$ cat config.mk
export PLATFORM = sky130hd
export DESIGN_NAME = reg_file_rename
export DESIGN_NICKNAME = d
export VERILOG_FILES = /design/src/rtl/reg_file_rename.sv
export SDC_FILE = /design/constraint.sdc
export NUM_CORES = 2
export LEC_CHECK = 0
export CAP_MARGIN = 25
export CORE_MARGIN = 5
export CORE_UTILIZATION = 45
export DETAILED_ROUTE_END_ITERATION = 10
export GPL_TIMING_DRIVEN = 0
export HOLD_SLACK_MARGIN = 0.12
export PLACE_DENSITY = 0.75
export SKIP_LAST_GASP = 1
export SLEW_MARGIN = 30
export SYNTH_ARGS = -nofsm -noshare
export SYNTH_HDL_FRONTEND = slang
export SYNTH_SLANG_ARGS = --single-unit
export TNS_END_PERCENT = 50
$ cat constraint.sdc
create_clock -name clk -period 3.8 [get_ports clk]
set_input_delay 0.76 -clock clk [delete_from_list [all_inputs] [get_ports clk]]
set_output_delay 0.76 -clock clk [all_outputs]
set_load 0.05 [all_outputs]
$ cat src/rtl/reg_file_rename.sv
// reg_file_rename
//   Architectural register file with a rename-tag table. It is written by the ROB
//   commit port and read by the dispatcher.
//   Each register holds a value (val) and a tag (tag). The tag names the in-flight
//   ROB entry that will produce the register's next value; tag 0 means the value is
//   final. Register x0 always reads as zero and never holds a tag.
//
//   Ports
//     clk, rst          clock, synchronous active-high reset
//     rdy               global enable; when low, all state holds
//     rollback_signal   mispredict flush; clears every tag
//     res_rdy_from_rob  commit valid, with regidx/res/alias_from_rob
//     rename_ena        dispatcher rename of rename_rd to rename_alias
//     rs1_idx, rs2_idx  source queries
//     Qi/Qj_2dsp        owner tag of rs1/rs2 (0 when the value is final)
//     Vi/Vj_2dsp        value of rs1/rs2
module reg_file_rename #(
  parameter int REG_NUM   = 32,
  parameter int REG_IDX_W = 5,
  parameter int DATA_W    = 32,
  parameter int ROB_ID_W  = 4
) (
  input  logic                 clk,
  input  logic                 rst,
  input  logic                 rdy,
  input  logic                 rollback_signal,
  input  logic                 res_rdy_from_rob,
  input  logic [REG_IDX_W-1:0] regidx_from_rob,
  input  logic [DATA_W-1:0]    res_from_rob,
  input  logic [ROB_ID_W-1:0]  alias_from_rob,
  input  logic                 rename_ena,
  input  logic [REG_IDX_W-1:0] rename_rd,
  input  logic [ROB_ID_W-1:0]  rename_alias,
  input  logic [REG_IDX_W-1:0] rs1_idx,
  input  logic [REG_IDX_W-1:0] rs2_idx,
  output logic [ROB_ID_W-1:0]  Qi_2dsp,
  output logic [ROB_ID_W-1:0]  Qj_2dsp,
  output logic [DATA_W-1:0]    Vi_2dsp,
  output logic [DATA_W-1:0]    Vj_2dsp
);

  localparam logic [REG_IDX_W-1:0] X0     = {REG_IDX_W{1'b0}};
  localparam logic [ROB_ID_W-1:0]  NO_TAG = {ROB_ID_W{1'b0}};
  localparam logic [DATA_W-1:0]    ZERO_V = {DATA_W{1'b0}};

  logic [DATA_W-1:0]   val_r [REG_NUM];
  logic [ROB_ID_W-1:0] tag_r [REG_NUM];

  logic commit_s;
  logic rename_s;

  // Qualify commit and rename; writes aimed at x0 are dropped here.
  always_comb begin
    commit_s = res_rdy_from_rob && (regidx_from_rob != X0);
    rename_s = rename_ena && (rename_rd != X0);
  end

  // Register value and tag state update; priority is rst, hold, rollback, then normal.
  always_ff @(posedge clk) begin
    if (rst) begin
      for (int i = 0; i < REG_NUM; i++) begin
        val_r[i] <= ZERO_V;
        tag_r[i] <= NO_TAG;
      end
    end else if (rdy) begin
      // A commit always lands in val, including during a rollback cycle.
      if (commit_s) begin
        val_r[regidx_from_rob] <= res_from_rob;
      end
      if (rollback_signal) begin
        // Every in-flight owner is squashed. A rename in this cycle belongs to a
        // squashed instruction, so it is ignored.
        for (int i = 0; i < REG_NUM; i++) begin
          tag_r[i] <= NO_TAG;
        end
      end else begin
        // Free the tag only if the committing entry is still the newest owner.
        if (commit_s && (tag_r[regidx_from_rob] == alias_from_rob)) begin
          tag_r[regidx_from_rob] <= NO_TAG;
        end
        // This assignment comes last, so a same-register rename overrides the
        // commit's tag release.
        if (rename_s) begin
          tag_r[rename_rd] <= rename_alias;
        end
      end
    end
  end

  // rs1 resolution. A same-cycle commit by the current owner is forwarded as a final value.
  always_comb begin
    Qi_2dsp = NO_TAG;
    Vi_2dsp = ZERO_V;
    if (rs1_idx == X0) begin
      Qi_2dsp = NO_TAG;
      Vi_2dsp = ZERO_V;
    end else if ((tag_r[rs1_idx] != NO_TAG) && res_rdy_from_rob &&
                 (regidx_from_rob == rs1_idx) && (alias_from_rob == tag_r[rs1_idx])) begin
      Qi_2dsp = NO_TAG;
      Vi_2dsp = res_from_rob;
    end else begin
      Qi_2dsp = tag_r[rs1_idx];
      Vi_2dsp = val_r[rs1_idx];
    end
  end

  // rs2 resolution. Same forwarding rule as rs1.
  always_comb begin
    Qj_2dsp = NO_TAG;
    Vj_2dsp = ZERO_V;
    if (rs2_idx == X0) begin
      Qj_2dsp = NO_TAG;
      Vj_2dsp = ZERO_V;
    end else if ((tag_r[rs2_idx] != NO_TAG) && res_rdy_from_rob &&
                 (regidx_from_rob == rs2_idx) && (alias_from_rob == tag_r[rs2_idx])) begin
      Qj_2dsp = NO_TAG;
      Vj_2dsp = res_from_rob;
    end else begin
      Qj_2dsp = tag_r[rs2_idx];
      Vj_2dsp = val_r[rs2_idx];
    end
  end

endmodule

Yosys cells after proc, flatten, opt, wreduce, memory -nomap -nowiden:

Memories as Yosys holds them, arrays and structs flattened.
Index checks and enable logic that the tools add are counted.

* ROM bits: 0
* bits in writable memories: 1152
* logic and storage cells: 126
* memories: 2
* latch bits: 0
* flip-flop bits (word level): 0

Memories
* val_r: depth 32, width 32, rd ports 2, clocked after Yosys merged registers in 0, wr ports 32, RTL line 46 `logic [DATA_W-1:0] val_r [REG_NUM];`
* tag_r: depth 32, width 4, rd ports 3, clocked after Yosys merged registers in 0, wr ports 32, RTL line 47 `logic [ROB_ID_W-1:0] tag_r [REG_NUM];`

* bitwise logic cells: 32
* shift operators: 0
* reductions and logical operators: 18
* eq/ne operators: 5
* div/mod/pow operators: 0
* $add $sub $neg: 0
* mux-type cells: 69
* $mul: 0
* order comparisons: 0

Operator list (number)
* 2-to-1 mux 32 bit: 5
* 2-to-1 mux 4 bit: 38
* OR 1 bit: 32
* OR reduction 32 bit: 1
* 2-to-1 mux 1 bit: 23
* 2-to-1 mux 5 bit: 3
* equality test 4 bit: 3
* equality test 5 bit: 2
* logical NOT 5 bit: 2
* nonzero test 5 bit: 2
* logical AND 1 bit: 9
* nonzero test 4 bit: 2
* OR reduction 4 bit: 2

Longest topological paths before layout:

* word-level depth: 10
* mapped depth: 13
* gate-level depth less buffers: 8

Least setup slack after synthesis:

Ideal clock, no wire load.

* kind: input port to output port
* start point: input rs1_idx[0]
* end point: output Vi_2dsp[10]
* arrival: 3.735 ns
* path slack: -0.695 ns
* buffers on the path: 4
* cell stages on the path: 12
* cell sequence: buf_6 -> buf_6 -> mux4_2 -> a22oi_1 -> nand3_1 -> nand2_1 -> xor2_1 -> and4_1 -> buf_6 -> buf_6 -> a221oi_2 -> nor3_1

* word-level cells in the longest chain between the ends: 7
* elaborated cells between the ends (all ways): 11

RTL lines
* from (decl): RTL line 34 `input logic [REG_IDX_W-1:0] rs1_idx,`
* memory read (32 x 4 bit)
* nonzero test 4 bit: RTL line 97 `end else if ((tag_r[rs1_idx] != NO_TAG) && res_rdy_from_rob &&`
* logical AND 1 bit (2 in series): RTL line 97
* logical AND 1 bit: RTL line 98 `(regidx_from_rob == rs1_idx) && (alias_from_rob == tag_r[rs1_idx])) begin`
* 2-to-1 mux 32 bit: RTL line 97
* 2-to-1 mux 32 bit *: RTL line 94 `if (rs1_idx == X0) begin`
* to (decl): RTL line 38 `output logic [DATA_W-1:0] Vi_2dsp,`

Every way passes the cells marked *; elsewhere a longest branch is shown, timed or not.

Worst setup path in the final report:

* start point: input rs2_idx[4]
* end point: output Vj_2dsp[30]

* word-level cells in the longest chain between the ends: 7
* elaborated cells between the ends (all ways): 11

RTL lines
* from (decl): RTL line 35 `input logic [REG_IDX_W-1:0] rs2_idx,`
* memory read (32 x 4 bit)
* nonzero test 4 bit: RTL line 114 `end else if ((tag_r[rs2_idx] != NO_TAG) && res_rdy_from_rob &&`
* logical AND 1 bit (2 in series): RTL line 114
* logical AND 1 bit: RTL line 115 `(regidx_from_rob == rs2_idx) && (alias_from_rob == tag_r[rs2_idx])) begin`
* 2-to-1 mux 32 bit: RTL line 114
* 2-to-1 mux 32 bit *: RTL line 111 `if (rs2_idx == X0) begin`
* to (decl): RTL line 39 `output logic [DATA_W-1:0] Vj_2dsp`

Marks and branches as above.

==> results.txt <==
----------------------------------------------------
[Pwr]
  Ratio of total power to cell area ... 422 mW/mm2
  Switching fraction of total power ... 0.277
  P_sw ... 8.89 mW
  Clock share of power ... 0.350
  Post-route total power ... 32.1 mW
  Gate power share ... 0.179
  Internal power component ... 23.2 mW
  Static leakage ... 25.7 nW
  Worst IR Drop VDD ... 0.398 mV
  Register share of total power ... 0.471

[Timing]
  Worst path setup slack after routing ... -0.804 ns
  Period minus WS final ... 4.60 ns
  Measured slew at the worst slew-check pin ... 1.16 ns
  Final count of negative-setup-slack endpoints ... 259
  Worst-case hold slack ... 0.887 ns
  Max-slew violation total from the final report ... 0
  RSZ-0062 raised after global routing ... true
  Fin Setup TNS ... -66.59 ns
  Worst-case clock skew ... 0.0196 ns
  Post-route clock period utilization ... 1.21
  Rel. slew slack ... 0.225
  Final number of hold-violating endpoints ... 0
  Peak clock frequency supported by timing ... 217 MHz

[Worst hold path]
  Number of stages on the worst hold path ... 2
  Worst hold-check path type ... in -> reg

[Floorplanning]
  # IOs ... 138
  Die extent in y ... 389 um
  Area of the core region ... 0.143 mm2
  Die boundary width ... 389 um
  Site Rows ... 139
  Initial cell density of the core ... 0.451
  Total Die Area ... 0.151 mm2

[Logic synthesis]
  Dominant cell type by area after synthesis ... sky130_fd_sc_hd__edfxtp_1
  Synthesized netlist cell count ... 4141
  Distinct cells, synth ... 55
  Share of synthesized registers carrying an async set or reset ... 0
  Synthesized area ... 0.0646 mm2
  Syn avg cell area ... 15.6 um2
  Most used flip-flop cell after synthesis ... sky130_fd_sc_hd__edfxtp_1
  Portion of synthesized cell area occupied by the leading cell type ... 0.536
  Area contributors post-synth ... sky130_fd_sc_hd__edfxtp_1 54%, sky130_fd_sc_hd__mux4_2 24%, sky130_fd_sc_hd__and2_1 11%, sky130_fd_sc_hd__clkbuf_1 1.8%, sky130_fd_sc_hd__mux2i_1 1.7%
  Yosys Warn Count ... 0
  Number of synthesized flops with an enable pin ... 1152
  Synth Register Bits ... 1152
  Register area share after synthesis ... 0.536

[Status]
  Failing checks ... negative setup slack
  Status ... complete, but fails checks

[CTS]
  Level count of the clock H-tree ... 3
  Later-pin clock latency in the skew report ... 0.73 ns
  CTS tree ... done
  Inserted Clock Buffers ... 115
  Hold buffer count at cts ... 0
  Number of clock sinks seen by CTS ... 1152
  CTS clk-pin slew, worst paths ... 0.06 ns
  Number of buffers on the longest clock path ... 3
  Root buffer cell ... sky130_fd_sc_hd__clkbuf_16

[Setup path]
  Slowest cell on the critical path ... sky130_fd_sc_hd__clkdlybuf4s50_1
  Endpoint class of the critical path ... primary output
  CP max FO ... 10
  Category of the most critical setup path ... in -> out
  Path depth of the worst reg2reg path ... 10
  Crit path required time ... 3.04 ns
  Cells traversed along the worst timing path ... clkdlybuf4s50_1, clkbuf_16, nand4b_1, and4_2, xor2_1, nand4b_1, a211oi_2, clkbuf_16, buf_12, mux2i_4, buf_6
  Worst EP arrival ... 3.84 ns
  Worst Setup Start Kind ... input port
  Slowest Stage Delay on Critical Path ... 0.68 ns

[Placed design]
  Buffers added on ports ... 127
  Post-DP Area ... 0.0691 mm2
  RD Place Congestion ... 0.989
  Minimum setup slack after placement ... -3.53 ns
  Post-DP HPWL ... 166 mm

[Detailed routing]
  Avg Vias per Cell ... 6.80
  Initial DRC count ... 8013
  First-pass DRT Iterations ... 6
  Via Count ... 44300
  Detailed-route wire length ... 241 mm
  Remaining DRCs ... 0
  Antenna Nets Post-Route ... 0
  Final routed wire length divided by cell count ... 37.0 um

[Layout]
  Area growth, synth to finish ... 17.6%
  Total Nets Final ... 4579
  Fill cell total of the finished layout ... 11200
  Most frequent cells in the layout ... 1152 x sky130_fd_sc_hd__edfxtp_1, 1123 x sky130_fd_sc_hd__and2_1, 702 x sky130_fd_sc_hd__mux4_2
  Register area ... 0.0346 mm2
  Fraction of layout cells with a size suffix above 1 ... 0.323
  Area of all placed cells without fillers ... 0.0759 mm2
  Leading cell type in the layout, fill and taps excluded ... sky130_fd_sc_hd__edfxtp_1
  Multi-input gate area ... 0.0298 mm2

[Global route]
  Grt ovf ... 0
  Antenna violations before repair ... 8
  Pin count of the biggest net entering global routing ... 33
  Via count of the first global-routing pass ... 43200
  Gr usage total ... 0.304
  Wire length of the first global-routing pass ... 323 mm

[Run]
  Max Cap Viol ... 0

----------------------------------------------------
-- synth_stat cells (7+ instances only) --
cell type	number
sky130_fd_sc_hd__a22oi_1	48
sky130_fd_sc_hd__buf_6	22
sky130_fd_sc_hd__edfxtp_1	1152
sky130_fd_sc_hd__and2_1	1124
sky130_fd_sc_hd__a221oi_2	29
sky130_fd_sc_hd__mux2i_1	112
sky130_fd_sc_hd__xor2_1	12
sky130_fd_sc_hd__nor3_2	24
sky130_fd_sc_hd__nand4_1	8
sky130_fd_sc_hd__nor2_1	106
sky130_fd_sc_hd__buf_4	11
sky130_fd_sc_hd__mux4_2	702
sky130_fd_sc_hd__o211ai_1	32
sky130_fd_sc_hd__xnor2_1	7
sky130_fd_sc_hd__nand3_1	16
sky130_fd_sc_hd__nor2b_1	41
sky130_fd_sc_hd__nand2b_1	41
sky130_fd_sc_hd__o31ai_1	32
sky130_fd_sc_hd__buf_1	28
sky130_fd_sc_hd__buf_2	73
sky130_fd_sc_hd__nor3_1	56
sky130_fd_sc_hd__nand2_1	55
sky130_fd_sc_hd__clkbuf_1	302
sky130_fd_sc_hd__or2_2	37
-- flip-flops by register name, summed over array words and instances, names as in the netlist --
register and count:
tag_r 128, val_r 1024
-- logic make-up after synthesis --
family	after synthesis	share of synthesized area
multiplexers	820	0.263
buffers and inverters	445	0.0318
AND/OR/NAND/NOR	1539	0.144
other	1	0.0000581
XOR/XNOR	19	0.00258
AO/OA/AOI/OAI	165	0.0227
flip-flops	1152	0.536
-- power by group through the flow --
| stage | Clock [mW] | Sequential (mW) | Combinational (mW) |
|---|---|---|---|
| 5_1_grt | 11.6 | 15.2 | 5.85 |
| 4_1_cts | 11.1 | 15.1 | 5.33 |
| 6_report | 11.2 | 15.1 | 5.76 |
| 2_1_floorplan | 0 | 15.1 | 3.28 |
| 3_5_place_dp | 0 | 15.3 | 5.04 |
| 3_3_place_gp | 0 | 15.3 | 4.98 |
-- metal layers --
metal / track usage / up-vias / part of all wire
met1: 0.396 / 22400 / 0.33
met2: 0.452 / 4139 / 0.44
met4: 0.169 / 6 / 0.076
met5: 0.000638 / - / 0.00018
li1: - / 16800 / -
met3: 0.0985 / 897 / 0.15
-- worst max-delay path, delay by kind of cell --
family                 cells  cell delay (ns)
AO/OA/AOI/OAI              1             0.28
XOR/XNOR                   1             0.15
buffers and inverters      5             1.60
multiplexers               1             0.36
AND/OR/NAND/NOR            3             0.64
-- path summary, 6_finish.rpt --
path	from	slack [ns]	endpoint
max	rs2_idx[4]	-0.80	Vj_2dsp[30]
min	rename_alias[3]	0.89	tag_r[1][3]
max reg2reg	tag_r[13][0]	0.08	tag_r[3][0]
min reg2reg	tag_r[31][2]	1.71	tag_r[15][2]
-- repair_timing --
action	CTS	global route
setup buffers	21	47
gates resized for setup	834	248
endpoints found under the setup margin	1866	1919
pin swaps	31	61
gates cloned	3	22
-- per-stage QoR --
step / cells / util
detailed placement: 6207 / 0.483
CTS: 6440 / 0.519
global placement: 6206 / 0.482
floorplan: 4176 / -
finish: 6514 / 0.530
global route: 6508 / 0.530
-- cell type report --
| type | instances | share of cell area |
|---|---|---|
| plain buffers | 440 | 0.0435 |
| multi-input cells | 2597 | 0.393 |
| diodes | 6 | 0.000198 |
| flip-flops and latches | 1152 | 0.456 |
| clock buffers | 139 | 0.0394 |
| repair buffers | 204 | 0.0290 |
| clock inverters | 70 | 0.00809 |
| inverters | 3 | 0.000148 |
| well taps | 1903 | 0.0314 |
(Power assumes the default switching activity.)
